## config.mk

```make
export PLATFORM = sky130hd
export DESIGN_NAME = mem_access_stage_flat
export DESIGN_NICKNAME = d
export VERILOG_FILES = /design/src/rtl/mem_access_stage_if.sv /design/src/rtl/mem_access_stage.sv /design/src/flat_wrapper.sv
export SDC_FILE = /design/constraint.sdc
export NUM_CORES = 1
export LEC_CHECK = 0
export ABC_CLOCK_PERIOD_IN_PS = 1700
export BUFFER_PORTS_ARGS = -buffer_cell sky130_fd_sc_hd__buf_2
export CORE_AREA = 2 2 104 106
export CTS_BUF_LIST = sky130_fd_sc_hd__clkbuf_8
export DETAILED_ROUTE_END_ITERATION = 6
export DIE_AREA = 0 0 106 108
export HOLD_SLACK_MARGIN = 0.06
export PLACE_DENSITY = 0.71
export SYNTH_ARGS = -nofsm -noshare
export SYNTH_HDL_FRONTEND = slang
export SYNTH_SLANG_ARGS = --single-unit
```

## constraint.sdc

```tcl
create_clock -name clk -period 1.7 [get_ports clk]
set_input_delay 0.17 -clock clk [delete_from_list [all_inputs] [get_ports clk]]
set_output_delay 0.17 -clock clk [all_outputs]
set_load 0.01 [all_outputs]
```

## src/rtl/mem_access_stage_if.sv

```systemverilog
// Data-memory bus between the MEM stage and the data memory.
//   dmem_req   : access request, held until ack or abort
//   dmem_we    : 1 = store
//   dmem_addr  : word-aligned address
//   dmem_be    : byte enables
//   dmem_wdata : lane-replicated store data
//   dmem_ack   : single-cycle completion pulse from memory
//   dmem_rdata : read word, valid with dmem_ack
interface mem_access_stage_if;
  logic        dmem_req;
  logic        dmem_we;
  logic [31:0] dmem_addr;
  logic [3:0]  dmem_be;
  logic [31:0] dmem_wdata;
  logic        dmem_ack;
  logic [31:0] dmem_rdata;

  modport master (
    output dmem_req, dmem_we, dmem_addr, dmem_be, dmem_wdata,
    input  dmem_ack, dmem_rdata
  );

  modport slave (
    input  dmem_req, dmem_we, dmem_addr, dmem_be, dmem_wdata,
    output dmem_ack, dmem_rdata
  );
endinterface

```

## src/rtl/mem_access_stage.sv

```systemverilog
// MEM stage of the 5-stage pipeline. Issues loads/stores on the dmem bus,
// stalls upstream while an access is outstanding, formats load data and
// forwards EX/MEM fields to the MEM/WB register.
// Ports:
//   clk, rst_n                 : clock, async active-low reset
//   alu_result, store_data     : address / store value from EX/MEM
//   rd_in, rt_in               : destination register ids
//   mem_read, mem_write        : load / store (both set = store)
//   mem_size, load_unsigned    : access size, zero-extend select
//   Mux_flag_*_E, banco_flag_wr_E : WB control from EX/MEM
//   dmem                       : data-memory bus (master side)
//   dato_mem                   : formatted load data (registered)
//   ALU, rd, rt, Mux_flag_*_M  : pass-through to MEM/WB
//   banco_flag_wr_M            : write enable, squashed on misalign/abort
//   mem_stall                  : hold PC, IF/ID, ID/EX, EX/MEM
//   misaligned, bus_error      : one-cycle fault pulses
module mem_access_stage #(
  parameter int TIMEOUT_CYCLES = 255
) (
  input  logic        clk,
  input  logic        rst_n,
  input  logic [31:0] alu_result,
  input  logic [31:0] store_data,
  input  logic [4:0]  rd_in,
  input  logic [4:0]  rt_in,
  input  logic        mem_read,
  input  logic        mem_write,
  input  logic [1:0]  mem_size,
  input  logic        load_unsigned,
  input  logic        Mux_flag_2_E,
  input  logic        Mux_flag_3_E,
  input  logic        banco_flag_wr_E,
  mem_access_stage_if.master dmem,
  output logic [31:0] dato_mem,
  output logic [31:0] ALU,
  output logic [4:0]  rd,
  output logic [4:0]  rt,
  output logic        Mux_flag_2_M,
  output logic        Mux_flag_3_M,
  output logic        banco_flag_wr_M,
  output logic        mem_stall,
  output logic        misaligned,
  output logic        bus_error
);

  localparam logic [1:0] S_IDLE   = 2'd0;
  localparam logic [1:0] S_ACCESS = 2'd1;
  localparam logic [1:0] S_DONE   = 2'd2;

  logic [1:0]  state, state_nxt;
  logic [7:0]  cnt;
  logic        req_q, we_q;
  logic [1:0]  a;
  logic        mem_op, is_load, mis_addr, timeout, go;
  logic [31:0] wdata, shifted, fmt;
  logic [3:0]  be;

  assign a        = alu_result[1:0];
  assign mem_op   = mem_read | mem_write;
  assign is_load  = mem_read & ~mem_write;
  assign mis_addr = ((mem_size == 2'b01) & a[0]) | (mem_size[1] & (a != 2'b00));
  assign go       = (state == S_IDLE) & mem_op & ~mis_addr;
  // Ack has priority: timeout only fires on a cycle without ack.
  assign timeout  = (state == S_ACCESS) & ~dmem.dmem_ack &
                    (cnt == 8'(TIMEOUT_CYCLES - 1));

  always_comb begin
    state_nxt = state;
    case (state)
      S_IDLE:   if (go) state_nxt = S_ACCESS;
      S_ACCESS: if (dmem.dmem_ack || timeout) state_nxt = S_DONE;
      S_DONE:   state_nxt = S_IDLE;
      default:  state_nxt = S_IDLE;
    endcase
  end

  // Store lane replication: byte/half copies fill every lane so the
  // byte enables alone select the target bytes.
  for (genvar i = 0; i < 4; i++) begin : g_lane
    assign wdata[i*8 +: 8] = (mem_size == 2'b00) ? store_data[7:0] :
                             (mem_size == 2'b01) ? store_data[(i%2)*8 +: 8] :
                                                   store_data[i*8 +: 8];
  end

  always_comb begin
    be = 4'b1111;
    if (mem_write) begin
      case (mem_size)
        2'b00:   be = 4'b0001 << a;
        2'b01:   be = 4'b0011 << a;
        default: be = 4'b1111;
      endcase
    end
  end

  assign shifted = dmem.dmem_rdata >> {a, 3'b000};

  always_comb begin
    case (mem_size)
      2'b00:   fmt = {{24{~load_unsigned & shifted[7]}},  shifted[7:0]};
      2'b01:   fmt = {{16{~load_unsigned & shifted[15]}}, shifted[15:0]};
      default: fmt = dmem.dmem_rdata;
    endcase
  end

  always_ff @(posedge clk or negedge rst_n) begin
    if (!rst_n) begin
      state     <= S_IDLE;
      cnt       <= 8'd0;
      req_q     <= 1'b0;
      we_q      <= 1'b0;
      dato_mem  <= 32'd0;
      bus_error <= 1'b0;
    end else begin
      state     <= state_nxt;
      req_q     <= (state_nxt == S_ACCESS);
      we_q      <= (state_nxt == S_ACCESS) & mem_write;
      cnt       <= (state == S_ACCESS) ? cnt + 8'd1 : 8'd0;
      bus_error <= timeout;
      if ((state == S_ACCESS) && dmem.dmem_ack && is_load) dato_mem <= fmt;
      else if (timeout)                                     dato_mem <= 32'd0;
    end
  end

  assign dmem.dmem_req   = req_q;
  assign dmem.dmem_we    = we_q;
  assign dmem.dmem_addr  = {alu_result[31:2], 2'b00};
  assign dmem.dmem_be    = be;
  assign dmem.dmem_wdata = wdata;

  assign ALU          = alu_result;
  assign rd           = rd_in;
  assign rt           = rt_in;
  assign Mux_flag_2_M = Mux_flag_2_E;
  assign Mux_flag_3_M = Mux_flag_3_E;

  // Fault pulse is held low while reset is asserted.
  assign misaligned      = rst_n & (state == S_IDLE) & mem_op & mis_addr;
  assign mem_stall       = go | (state == S_ACCESS);
  assign banco_flag_wr_M = banco_flag_wr_E &
                           ~(misaligned | ((state == S_DONE) & bus_error));

endmodule
```

## src/flat_wrapper.sv

```systemverilog
// flat-port wrapper written by rule: the top's interface ports become plain ports
module mem_access_stage_flat 
#(
  parameter int TIMEOUT_CYCLES = 255
)
  (clk, rst_n, alu_result, store_data, rd_in, rt_in, mem_read, mem_write, mem_size, load_unsigned, Mux_flag_2_E, Mux_flag_3_E, banco_flag_wr_E, dato_mem, ALU, rd, rt, Mux_flag_2_M, Mux_flag_3_M, banco_flag_wr_M, mem_stall, misaligned, bus_error, dmem_dmem_req, dmem_dmem_we, dmem_dmem_addr, dmem_dmem_be, dmem_dmem_wdata, dmem_dmem_ack, dmem_dmem_rdata);
  mem_access_stage_if dmem_i ();
  input  logic clk;
  input  logic rst_n;
  input  logic [31:0] alu_result;
  input  logic [31:0] store_data;
  input  logic [4:0] rd_in;
  input  logic [4:0] rt_in;
  input  logic mem_read;
  input  logic mem_write;
  input  logic [1:0] mem_size;
  input  logic load_unsigned;
  input  logic Mux_flag_2_E;
  input  logic Mux_flag_3_E;
  input  logic banco_flag_wr_E;
  output logic [31:0] dato_mem;
  output logic [31:0] ALU;
  output logic [4:0] rd;
  output logic [4:0] rt;
  output logic Mux_flag_2_M;
  output logic Mux_flag_3_M;
  output logic banco_flag_wr_M;
  output logic mem_stall;
  output logic misaligned;
  output logic bus_error;
  output wire logic [$bits(dmem_i.dmem_req)-1:0] dmem_dmem_req;
  output wire logic [$bits(dmem_i.dmem_we)-1:0] dmem_dmem_we;
  output wire logic [$bits(dmem_i.dmem_addr)-1:0] dmem_dmem_addr;
  output wire logic [$bits(dmem_i.dmem_be)-1:0] dmem_dmem_be;
  output wire logic [$bits(dmem_i.dmem_wdata)-1:0] dmem_dmem_wdata;
  input wire logic [$bits(dmem_i.dmem_ack)-1:0] dmem_dmem_ack;
  input wire logic [$bits(dmem_i.dmem_rdata)-1:0] dmem_dmem_rdata;
  assign dmem_dmem_req = dmem_i.dmem_req;
  assign dmem_dmem_we = dmem_i.dmem_we;
  assign dmem_dmem_addr = dmem_i.dmem_addr;
  assign dmem_dmem_be = dmem_i.dmem_be;
  assign dmem_dmem_wdata = dmem_i.dmem_wdata;
  assign dmem_i.dmem_ack = dmem_dmem_ack;
  assign dmem_i.dmem_rdata = dmem_dmem_rdata;
  mem_access_stage #(.TIMEOUT_CYCLES(TIMEOUT_CYCLES)) u_core (.clk(clk), .rst_n(rst_n), .alu_result(alu_result), .store_data(store_data), .rd_in(rd_in), .rt_in(rt_in), .mem_read(mem_read), .mem_write(mem_write), .mem_size(mem_size), .load_unsigned(load_unsigned), .Mux_flag_2_E(Mux_flag_2_E), .Mux_flag_3_E(Mux_flag_3_E), .banco_flag_wr_E(banco_flag_wr_E), .dmem(dmem_i), .dato_mem(dato_mem), .ALU(ALU), .rd(rd), .rt(rt), .Mux_flag_2_M(Mux_flag_2_M), .Mux_flag_3_M(Mux_flag_3_M), .banco_flag_wr_M(banco_flag_wr_M), .mem_stall(mem_stall), .misaligned(misaligned), .bus_error(bus_error));
endmodule
```

### Word-level counts from Yosys, hierarchy flattened

Index checks and enable logic that the tools add are counted.
Widths: inputs -> output; s select.

| operators by class | value |
|---|---|
| reductions and logical operators | 7 |
| multiplexer cells | 14 |
| equality and inequality tests | 5 |
| shift operators | 3 |
| bitwise logic cells | 24 |
| order comparisons | 0 |
| multipliers | 0 |
| $add $sub $neg | 1 |
| div/mod/pow operators | 0 |

Operators with widths:

| cell | number |
|---|---|
| $mux 32 | 2 |
| $pmux 32 s2 | 1 |
| $mux 8 | 6 |
| $shr 32x5->16 | 1 |
| $and 1x1->1 | 15 |
| $add 8x1->8 const B | 1 |
| $eq 8x8->1 const B | 1 |
| $pmux 4 s2 | 1 |
| $eq 2x1->1 const B | 3 |
| $not 1->1 | 5 |
| $logic_not 2->1 | 2 |
| $mux 2 | 2 |
| $mux 4 | 1 |
| $or 1x1->1 | 4 |
| $pmux 2 s2 | 1 |
| $reduce_bool 2->1 | 2 |
| $shl 1x2->4 const A | 1 |
| $shl 2x2->4 const A | 1 |
| $eq 2x2->1 const B | 1 |
| $logic_and 1x1->1 | 2 |
| $logic_or 1x1->1 | 1 |

| storage, ports and cells | value |
|---|---|
| bits in latches | 0 |
| memories | 0 |
| output and inout port bits | 150 |
| bits of input ports | 117 |
| flip-flop bits (word level) | 45 |
| ROM bits | 0 |
| logic and storage cells | 60 |
| RAM bits | 0 |

### Depth between registers and ports, before layout

| logic depth | value |
|---|---|
| depth in word-level cells | 9 |
| depth in mapped cells | 7 |
| gate-level depth less buffers | 6 |

### Worst setup path before layout

No wires, ideal clock.

| path | value |
|---|---|
| path kind | register to register |
| start point | register u_core.state[1] |
| end point | register u_core.dato_mem[16] |
| arrival time | 1.668 ns |
| cell stages (with the launch flop) | 6 |
| required time | 1.634 ns |
| slack | -0.034 ns |
| library setup time | 0.066 ns |
| buffers on the path | 1 |
| period minus slack after synthesis | 1.734 ns |
| path through | dfrtp_1 nand2b_1 or3_1 nor4_4 buf_6 a221o_1 |

| between the ends | value |
|---|---|
| longest elaborated chain between the ends | 4 |
| elaborated cells between the ends (all ways) | 7 |
| those cells by class | eq/ne (1); mux (1); bitwise (2); reduce/logical (3) |

Ends and longest elaborated chain:

| what | line | text |
|---|---|---|
| start, declared | mem_access_stage.sv:50 | `logic [1:0] state, state_nxt;` |
| start signal, assigned | mem_access_stage.sv:115 | `state <= state_nxt;` |
| $eq 2x1->1 * | mem_access_stage.sv:64, mem_access_stage.sv:120 |  |
| $and 1x1->1 or $logic_and 1x1->1 (tied branches) (2 in series) | mem_access_stage.sv:64, mem_access_stage.sv:120 |  |
| $reduce_bool 2->1 (no source line) or $mux 32 (tied branches) | - |  |
| end signal, assigned | mem_access_stage.sv:120 | `if ((state == S_ACCESS) && dmem.dmem_ack && is_load) dato_mem <= fmt;` |
| end, declared | mem_access_stage.sv:34 | `output logic [31:0] dato_mem,` |

Mark *: on every way between the ends. The rest lies on a longest branch, timed or not.
A chain may end at the register's enable or synchronous reset.

### Final worst setup path

| path | value |
|---|---|
| start point | register u_core.cnt[0] |
| end point | register u_core.dato_mem[23] |

| between the ends | value |
|---|---|
| longest elaborated chain between the ends | 3 |

Ends and longest elaborated chain:

| what | line | text |
|---|---|---|
| start, declared | mem_access_stage.sv:51 | `logic [7:0] cnt;` |
| start signal, assigned | mem_access_stage.sv:118 | `cnt <= (state == S_ACCESS) ? cnt + 8'd1 : 8'd0;` |
| $eq 8x8->1 | mem_access_stage.sv:65 | `(cnt == 8'(TIMEOUT_CYCLES - 1));` |
| $and 1x1->1 | mem_access_stage.sv:64 | `assign timeout = (state == S_ACCESS) & ~dmem.dmem_ack &` |
| net u_core.timeout | mem_access_stage.sv:54 | `logic mem_op, is_load, mis_addr, timeout, go;` |
| $reduce_bool 2->1 (no source line) | - |  |

The timed path passes the listed nets, and every way through them passes these cells.

==> flow_summary.ini <==
[global_routing]
grt_use_total = 0.175
overflow = 0
grt_antenna_before_repair = 0
grt_max_degree = 46
grt_pass1_wl_um = 15600
first_global_vias = 2998

[clock_network]
clkSinkCount = 45
cts_tree = built
insertion_delay_ns = 0.31
cts.path.max_buffers = 2
htreeDepth = 2
clock-root-buffer = clkbuf_8
cts_made_buffers = 5
path_clk_slew_ns = 0.10

[status]
outcome = completed

[floorplan]
initial_core_util = 0.324
dieHeight_um = 108
core-area_sq_mm = 0.0102
chipWidth_um = 106
io-pin-count = 267
num_rows = 37
dieArea_sq_mm = 0.0114

[logic_synthesis]
synth-edff-count = 0
syn_avg_cell_area_sq_um = 9.37
synth_cells = 354
synth.distinct_cells = 42
synth_async_sr_flop_share = 1.00
synth_seq_area_share = 0.339
synthesis.area_sq_mm = 0.00332
ys_warn_count = 0
ys.flop_type = dfrtp_1
synth_seq_cells = 45

[final_layout]
final_cell_mix = buf_2, dfrtp_1, o21ai_0
fill_cells = 1031
post-route-util = 0.384
drive_gt1_frac = 0.489
final_common_cell = buf_2
final_cells = 576
fin_nets = 558
postLayoutCellArea_sq_mm = 0.00393
syn_to_final_growth_pct = 18.6
antennaDiodeCount = 0

[worst_setup_path]
start_kind = flop
rr_worst_depth = 7
worstPathCellList = inv_1 > ha_1 > nand3_2 > nor4_4 > nor2_2 > buf_12 > a221o_1
rrSetupSlack_ns = 0.001
crit_end = u_core.dato_mem[23]$_DFFE_PN0P_
r2r-end = u_core.dato_mem[23]$_DFFE_PN0P_
path_class = flop to flop
crit_fanout = 18
reg2reg_from = u_core.cnt[0]$_DFF_PN0_
required_ns = 1.90
arrival_ns = 1.90
end_kind = flop
crit_start = u_core.cnt[0]$_DFF_PN0_
critPathMaxStageDelay_ns = 0.39
crit_slowest_cell = dfrtp_1

[place]
io_buffers = 150
hpwl_um = 8250
place_congestion = 0.783
place_area_sq_mm = 0.00377
preCtsSetupSlack_ns = -0.257
placedCellCount = 564

[power]
p_leak_nw = 1.95
vdd_drop_max_v = 0.000888
p_per_area_mw_per_mm2 = 1050
finalPower_mw = 4.13

[drt]
ant_nets = 0
drcViolationCount = 0
dr.pass1.iters = 4
vias = 2914
vias_per_cell = 5.06
routedWlPerCell_um = 17.9
drt_iter0_drc = 219
drt-total-wl_um = 10300

[timing]
clock-skew-final_ns = 0.00936
max_slew.worst_pin.slew_ns = 0.583
clock.fmax_ghz = 0.589
rsz0062_at_grt = yes
post-route-period-util = 0.999
layout_setup_ws_ns = 0.00105
setup_viol_count_final = 0
slew_viol_final = 0
period_minus_slack_ns = 1.70
fin_tns_setup_ns = 0
finalHoldViolations = 0
slew_headroom = 0.611
hold_slack_ns = 0.104

[job]
drv_cap = 0

[worst_hold_path]
hold_path_class = input port to flop
-- worst min path at each step --
| stage | depth (start not counted) | to | slack [ns] | from |
|---|---|---|---|---|
| floorplan | 0 | u_core.bus_error$_DFF_PN0_ | -0.13 | rst_n |
| detailed placement | 0 | rd[0] | 0.34 | rd_in[0] |
| finish | 2 | u_core.dato_mem[27]$_DFFE_PN0P_ | 0.10 | dmem_dmem_rdata[27] |
| CTS | 2 | u_core.dato_mem[12]$_DFFE_PN0P_ | 0.1 | dmem_dmem_rdata[12] |
| global route | 2 | u_core.dato_mem[27]$_DFFE_PN0P_ | 0.10 | dmem_dmem_rdata[27] |
| global placement | 0 | rd[0] | 0.34 | rd_in[0] |
-- repair_timing --
action / 4_1_cts / 5_1_grt
endpoints found under the setup margin: 25 / 26
setup buffers: 2 / 1
hold buffers: 1 / 0
gates resized for setup: 5 / 2
pin swaps: 1 / 1
endpoints found under the hold margin: 45 / 0
-- kinds of logic (layout without fill, tap and decap cells) --
group / after synthesis / count (layout) / synth area share
AND/OR/NAND/NOR: 74 / 74 / 0.118
XOR/XNOR: 4 / 4 / 0.0106
AO/OA/AOI/OAI: 87 / 87 / 0.189
adder cells (fa/ha/maj): 2 / 2 / 0.00754
other: 1 / 2 / 0.00113
flip-flops: 45 / 45 / 0.339
buffers and inverters: 107 / 192 / 0.222
multiplexers: 34 / 34 / 0.113
-- per-layer routing --
metal / vias to the layer above / wire, um / global-route usage
met2: 149 / 5030 / 0.288
met1: 1382 / 4180 / 0.218
met3: 41 / 735 / 0.0380
li1: 1342 / - / -
met5: - / 0 / 0
met4: 0 / 394 / 0.0855
-- layout make-up --
class                   instances  area [sq um]  share of cell area
clock buffers                   5          68.8              0.0175
repair buffers                180          1020               0.258
well taps                     136           170              0.0433
multi-input cells             203          1510               0.384
inverters                       4          15.0             0.00382
clock inverters                 3          28.8             0.00732
flip-flops and latches         45          1130               0.286
-- report_power, final --
part,switching [mW],total (mW),internal (mW)
Sequential,0.248,1.71,1.46
Combinational,0.841,1.68,0.835
Clock,0.430,0.741,0.311
Total,1.52,4.13,2.61
-- state kept, by name, summed over array words and instances, names as in the netlist --
| signal | count |
|---|---|
| u_core.bus_error | 1 |
| u_core.cnt | 8 |
| u_core.dato_mem | 32 |
| u_core.dmem.dmem_req | 1 |
| u_core.dmem.dmem_we | 1 |
| u_core.state | 2 |
-- Yosys cell counts, drive strengths merged (2+ instances only) --
master	count	share of area
a221o	17	0.051
buf	91	0.20
clkbuf	12	0.014
inv	4	0.0045
a32o	7	0.021
mux2i	16	0.048
ha	2	0.0075
nand3	4	0.0060
o21ai	29	0.044
nor3	2	0.0045
or3	3	0.0057
nor2b	4	0.0075
nand2b	15	0.028
xor2	3	0.0079
mux2	17	0.058
o2bb2ai	7	0.018
and2	2	0.0038
a21oi	18	0.027
nor4	2	0.010
nand2	21	0.024
nor2	17	0.019
dfrtp	45	0.34
o31ai	2	0.0045
-- critical path: cells and delay by family, from the launching register on --
family	cells	cell delay [ns]
simple gates	3	0.51
flops	1	0.39
buf+inv	2	0.22
fa+ha+maj	1	0.16
compound gates	1	0.29
No activity file was read; power rests on OpenSTA's default activity.
